<file path="src/rtl/display_pkg.sv">
// Shared types and helpers for the multiplexed 7-segment scan driver.
// The circular search is written for up to 16 digits and narrowed by callers.
package display_pkg;

  typedef enum logic [1:0] {
    IDLE,
    BLANK,
    SHOW
  } scan_state_t;

  localparam int          SEG_W      = 7;
  localparam int unsigned MAX_DIGITS = 16;

  // Returns {found, index} of the first set bit in en[0..n-1] at or after idx, wrapping.
  function automatic logic [4:0] next_enabled(input logic [3:0] idx,
                                              input logic [15:0] en,
                                              input int unsigned n);
    logic        found;
    logic [3:0]  sel;
    int unsigned pos;
    found = 1'b0;
    sel   = '0;
    for (int unsigned k = 0; k < MAX_DIGITS; k++) begin
      pos = (32'(idx) + k) % n;
      if (k < n && !found && en[pos]) begin
        found = 1'b1;
        sel   = 4'(pos);
      end
    end
    return {found, sel};
  endfunction

endpackage

</file>
<file path="src/rtl/digit_next_sel.sv">
// Combinational circular finder: first enabled digit at or after start, wrapping.
module digit_next_sel #(
  parameter int N_DIGITS = 4
) (
  input  logic [$clog2(N_DIGITS)-1:0] start,
  input  logic [N_DIGITS-1:0]         en,
  output logic                        found,
  output logic [$clog2(N_DIGITS)-1:0] next_idx
);
  import display_pkg::*;

  localparam int IDX_W = $clog2(N_DIGITS);

  logic [3:0]  start_pad;
  logic [15:0] en_pad;
  logic [4:0]  res;

  always_comb begin
    start_pad              = '0;
    start_pad[IDX_W-1:0]   = start;
    en_pad                 = '0;
    en_pad[N_DIGITS-1:0]   = en;
    res                    = next_enabled(start_pad, en_pad, N_DIGITS);
    found                  = res[4];
    next_idx               = IDX_W'(res[3:0]);
  end

endmodule

</file>
<file path="src/rtl/digit_scan_driver.sv">
// Time-multiplexed digit scanner: blank gap, then one enabled digit shown per slot.
// Segment data is latched at selection; output polarity is applied only at the output registers.
module digit_scan_driver #(
  parameter int N_DIGITS         = 4,
  parameter int PRESCALE         = 50000,
  parameter int BLANK_CYCLES     = 2,
  parameter int DIGIT_ACTIVE_LOW = 1,
  parameter int SEG_ACTIVE_LOW   = 1
) (
  input  logic                        clk,
  input  logic                        rst_n,
  input  logic                        enable,
  input  logic [7*N_DIGITS-1:0]       seg_data,
  input  logic [N_DIGITS-1:0]         dp_data,
  input  logic [N_DIGITS-1:0]         digit_en,
  output logic [N_DIGITS-1:0]         digit_out,
  output logic [6:0]                  seg_out,
  output logic                        dp_out,
  output logic [$clog2(N_DIGITS)-1:0] scan_idx
);
  import display_pkg::*;

  localparam int IDX_W   = $clog2(N_DIGITS);
  localparam int CNT_MAX = (PRESCALE > BLANK_CYCLES) ? PRESCALE : BLANK_CYCLES;
  localparam int CNT_W   = $clog2(CNT_MAX + 1);

  localparam logic [CNT_W-1:0]    BLANK_LAST = CNT_W'(BLANK_CYCLES - 1);
  localparam logic [CNT_W-1:0]    SHOW_LAST  = CNT_W'(PRESCALE - 1);
  localparam logic [IDX_W-1:0]    IDX_LAST   = IDX_W'(N_DIGITS - 1);
  localparam logic [N_DIGITS-1:0] DIG_OFF    = (DIGIT_ACTIVE_LOW != 0) ? {N_DIGITS{1'b1}} : '0;
  localparam logic [SEG_W-1:0]    SEG_OFF    = (SEG_ACTIVE_LOW != 0) ? {SEG_W{1'b1}} : '0;
  localparam logic                DP_OFF     = (SEG_ACTIVE_LOW != 0);

  scan_state_t state, state_nxt;

  logic [CNT_W-1:0]    cnt;
  logic [IDX_W-1:0]    sel_idx;
  logic [IDX_W-1:0]    start_idx;
  logic [SEG_W-1:0]    lat_seg;
  logic                lat_dp;
  logic                found;
  logic [IDX_W-1:0]    found_idx;
  logic                cnt_clr;
  logic                load_sel;
  logic                start_zero;
  logic                start_adv;
  logic                show_now;
  logic [N_DIGITS-1:0] onehot;

  digit_next_sel #(
    .N_DIGITS(N_DIGITS)
  ) u_next_sel (
    .start   (start_idx),
    .en      (digit_en),
    .found   (found),
    .next_idx(found_idx)
  );

  always_ff @(posedge clk or negedge rst_n) begin
    if (!rst_n) begin
      state <= IDLE;
    end else begin
      state <= state_nxt;
    end
  end

  // The candidate is re-searched from start_idx at the end of BLANK, so digit_en
  // changes during the gap are honoured while keeping the circular order.
  always_comb begin
    state_nxt  = state;
    cnt_clr    = 1'b0;
    load_sel   = 1'b0;
    start_zero = 1'b0;
    start_adv  = 1'b0;
    if (!enable) begin
      state_nxt = IDLE;
      cnt_clr   = 1'b1;
    end else begin
      case (state)
        IDLE: begin
          state_nxt  = BLANK;
          cnt_clr    = 1'b1;
          start_zero = 1'b1;
        end
        BLANK: begin
          if (cnt == BLANK_LAST) begin
            cnt_clr = 1'b1;
            if (found) begin
              state_nxt = SHOW;
              load_sel  = 1'b1;
            end
          end
        end
        SHOW: begin
          if (cnt == SHOW_LAST) begin
            state_nxt = BLANK;
            cnt_clr   = 1'b1;
            start_adv = 1'b1;
          end
        end
        default: begin
          state_nxt = IDLE;
          cnt_clr   = 1'b1;
        end
      endcase
    end
  end

  always_ff @(posedge clk or negedge rst_n) begin
    if (!rst_n) begin
      cnt       <= '0;
      sel_idx   <= '0;
      start_idx <= '0;
      lat_seg   <= '0;
      lat_dp    <= 1'b0;
    end else begin
      if (cnt_clr) begin
        cnt <= '0;
      end else begin
        cnt <= cnt + 1'b1;
      end
      if (start_zero) begin
        start_idx <= '0;
      end else if (start_adv) begin
        start_idx <= (sel_idx == IDX_LAST) ? '0 : sel_idx + 1'b1;
      end
      if (load_sel) begin
        sel_idx <= found_idx;
        lat_seg <= seg_data[found_idx*SEG_W +: SEG_W];
        lat_dp  <= dp_data[found_idx];
      end
    end
  end

  assign show_now = (state == SHOW) && enable;

  always_comb begin
    onehot          = '0;
    onehot[sel_idx] = 1'b1;
  end

  always_ff @(posedge clk or negedge rst_n) begin
    if (!rst_n) begin
      digit_out <= DIG_OFF;
      seg_out   <= SEG_OFF;
      dp_out    <= DP_OFF;
      scan_idx  <= '0;
    end else if (show_now) begin
      digit_out <= onehot ^ DIG_OFF;
      seg_out   <= lat_seg ^ SEG_OFF;
      dp_out    <= lat_dp ^ DP_OFF;
      scan_idx  <= sel_idx;
    end else begin
      digit_out <= DIG_OFF;
      seg_out   <= SEG_OFF;
      dp_out    <= DP_OFF;
    end
  end

endmodule

</file>
<file path="config.mk">
export PLATFORM = sky130hd
export DESIGN_NAME = digit_scan_driver
export DESIGN_NICKNAME = d
export VERILOG_FILES = /design/src/rtl/display_pkg.sv /design/src/rtl/digit_next_sel.sv /design/src/rtl/digit_scan_driver.sv
export SDC_FILE = /design/constraint.sdc
export NUM_CORES = 1
export LEC_CHECK = 0
export ABC_AREA = 1
export CORE_UTILIZATION = 40
export CTS_CLUSTER_DIAMETER = 80
export DETAILED_ROUTE_END_ITERATION = 16
export GPL_TIMING_DRIVEN = 0
export PLACE_DENSITY = 0.67
export SLEW_MARGIN = 15
export SYNTH_ARGS = -nofsm -noshare
export SYNTH_HDL_FRONTEND = slang
export SYNTH_SLANG_ARGS = --single-unit
</file>
<file path="constraint.sdc">
create_clock -name clk -period 1.9 [get_ports clk]
set_clock_uncertainty 0.2 [all_clocks]
set_input_delay 0.57 -clock clk [delete_from_list [all_inputs] [get_ports clk]]
set_output_delay 0.57 -clock clk [all_outputs]
set_load 0.02 [all_outputs]
</file>
==> run metrics <==
status finished with violations; failing checks design-rule violations, negative setup slack; RePlAce Congestion 0.8618; Yosys warning count 0; Synth cell types 31; global-route wire length before repair 12.23 mm; sequential share of the synthesized area ~40%; CTS tree built; period utilisation layout 110.9%; Post-DP HPWL 4.605 mm; area delta synth->final 56.25%; Iteration-0 DRC Markers 200; ANT cells 0; setup TNS -2.206 ns; Die Y 84.81 µm; critical path peak fanout 6; placed insts 508; crit end category register; initial antenna violation count 0; RSZ-0062 raised after global routing true; met3 Resource Use GR 3.245%; fin nets 525; post-synthesis net count 427; vias in the first global route 2715; Overflow after GRT 0; post-synthesis sequential element count 44; Top-Level Pins between 50 and 60; Avg Synthesized Cell Area around 7.3 µm²; via count 2840; met1 Track Usage GR 27.23%; DRC violations left 5; Worst-path clk slew 0.08 ns; Post-DRT Antenna Nets 0; cells after synthesis 378; via/cell ratio slightly above 5; worst vdd ir around 0.0017 V; share of cells above drive strength 1 41.30%; Hold WC Path Type register to register; maxcap violations 0; routed len/inst 13.95 µm; Pleak 2.124 nW; Hold EP seg_out[3]$_DFF_PN1_; Netlist Area Pre-Place 0.002743 mm²; Pre-Repair DR Iteration Count 12; final hold violations 0; die area 0.007192 mm²; Slew Limit Headroom 77.44%; fmax 474.5 MHz; H-tree depth reported by CTS 2; Hold Startpoint lat_seg[3]$_DFFE_PN0P_; r2r endpoint lat_seg[1]$_DFFE_PN0P_; clk sinks 44; R2R Setup Slk -0.21 ns; Initial Util between 40% and 50%; clock latency on the worst-skew pair 0.29 ns; CORE AREA 0.006495 mm²; CTS Buffer Depth 2; DIE WIDTH ~85 µm; CTS root buffer clkbuf_8; GR peak layer met2; hold depth 1; Final min period ~2.1 ns; Setup CP Type register to register; I/O Buffers 52; Worst R2R Start start_idx[0]$_DFFE_PN0P_; clock buffer count from CTS 5; pwr dens 1384 mW/mm²; final setup fails 22; Final Slew Violations 0; Cell Rows 29; largest net degree at the start of global routing 33; WP data arrival 2.10 ns; WL final 7.731 mm; met2 Track Usage GR 36.81%; setup ws final -0.2075 ns; CP startpoint kind register; Least-Margin Pin Slew roughly 0.34 ns; Cell Count, Final, Fillers Out 554; reg2reg path depth 15; gr usage total 21.11%; Critical Path RT between 1.5 and 2 ns
timing repair:
item / 4_1_cts / 5_1_grt
endpoints found under the hold margin: 12 / 0
hold buffers: 1 / 0
setup buffers: 27 / 5
endpoints found under the setup margin: 54 / 52
cloned: 5 / 1
resized for setup: 99 / 88
pin swaps: 41 / 33
registers in the layout (all words and copies together), names as in the netlist:
signal and cells:
start_idx 2, state 2, cnt 16, digit_out 4, seg_out 7, scan_idx 2, sel_idx 2, lat_dp 1
dp_out 1, lat_seg 7
worst max-delay path, cell delays in order (launching register included):
cell and delay (ns):
dfrtp_1 0.39, buf_6 0.17, inv_4 0.06, nand2_1 0.05, nand2_1 0.08, nand2_2 0.11, nand2_4 0.06, nor2_4 0.16
nand3_4 0.14, nand3_4 0.15, buf_6 0.16, nand2_2 0.06, nand3_2 0.06, nand2_2 0.06, nand2_2 0.06, nand2_1 0.04
worst max path at each step:
| stage | startpoint | endpoint |
|---|---|---|
| 2_1_floorplan | digit_en[2] | lat_seg[1]$_DFFE_PN0P_ |
| 3_3_place_gp | rst_n | lat_seg[5]$_DFFE_PN0P_ |
| 3_5_place_dp | digit_en[3] | lat_seg[2]$_DFFE_PN0P_ |
| 4_1_cts | start_idx[0]$_DFFE_PN0P_ | lat_seg[2]$_DFFE_PN0P_ |
| 5_1_grt | start_idx[0]$_DFFE_PN0P_ | lat_seg[1]$_DFFE_PN0P_ |
| 6_report | start_idx[0]$_DFFE_PN0P_ | lat_seg[1]$_DFFE_PN0P_ |
cell usage after synthesis (all sizes together):
cell    count  share of area (%)
a211oi      1               0.27
inv        67                9.4
o21a        1               0.27
o21bai      1               0.27
a21oi       3               0.55
buf         6                1.6
nand2     123                 18
o22ai       1               0.23
ha         10                4.6
clkbuf      1               0.14
dfrtp      32                 29
nand4      23                5.5
o21ai      11                2.0
nand3      32                6.9
xor2        4                1.3
nor3       12                2.6
nor3b       4                1.1
nor2       34                5.0
dfstp      12                 11
report_power, final:
group,switching (mW),internal (mW),total (mW)
registers,0.119,1.09,1.21
clock network,0.315,0.291,0.605
logic,2.34,1.78,4.12
per-stage QoR:
| stage | area (µm²) | setup slack [ns] | util (%) | power [mW] | hold slack, ns |
|---|---|---|---|---|---|
| after floorplan | 2753 | 0.002310 | - | 3.033 | 0.07441 |
| after global placement | 3369 | -1.049 | 51.88 | 3.628 | 0.1878 |
| after detailed placement | 3385 | -0.6977 | 52.11 | 3.640 | 0.1892 |
| after CTS | 3993 | -0.1733 | 61.47 | 5.434 | 0.2024 |
| after global routing | 4285 | -0.3151 | 65.98 | 6.316 | 0.2250 |
| final | 4285 | -0.2075 | 65.98 | 5.931 | 0.2001 |
cells by family after synthesis:
group | count (synthesis) | synth area share, %
XOR/XNOR | 4 | 1.277
buffers and inverters | 74 | 11.13
flip-flops | 44 | 40.69
AND/OR/NAND/NOR | 228 | 38.73
AO/OA/AOI/OAI | 18 | 3.604
adder cells (fa/ha/maj) | 10 | 4.562
cells in the final DEF (no fill, tap or decap), drive strengths merged:
master,n
o21a,1
nor2,34
dlygate4sd2,6
dfrtp,32
o21bai,1
o21ai,11
clkbuf,15
o22ai,1
nor3,12
a21oi,3
clkdlybuf4s15,4
buf,43
nand2,123
dfstp,12
dlygate4sd3,1
nor3b,4
xor2,4
clkdlybuf4s50,32
dlymetal6s2s,1
inv,67
nand4,23
a211oi,1
nand3,33
ha,10
clkinv,3
layer usage:
| metal | vias to the layer above | share of wire, % | wire length [µm] |
|---|---|---|---|
| met2 | 76 | 52 | 4047 |
| li1 | 1391 | - | - |
| met3 | 10 | 3.6 | 281 |
| met4 | 0 | 1.5 | 116 |
| met5 | - | 0 | 0 |
| met1 | 1363 | 43 | 3286 |
layout make-up:
class	count	area [µm²]
Tap cell	77	96.34
Buffer	7	65.06
Timing Repair Buffer	89	824.5
Fill cell	512	2210
Multi-Input combinational cell	261	1813
Inverter	67	269.0
Clock inverter	2	10.01
Timing Repair inverter	1	6.256
Clock buffer	6	82.58
Sequential cell	44	1119
No activity file was read; power rests on OpenSTA's default activity.
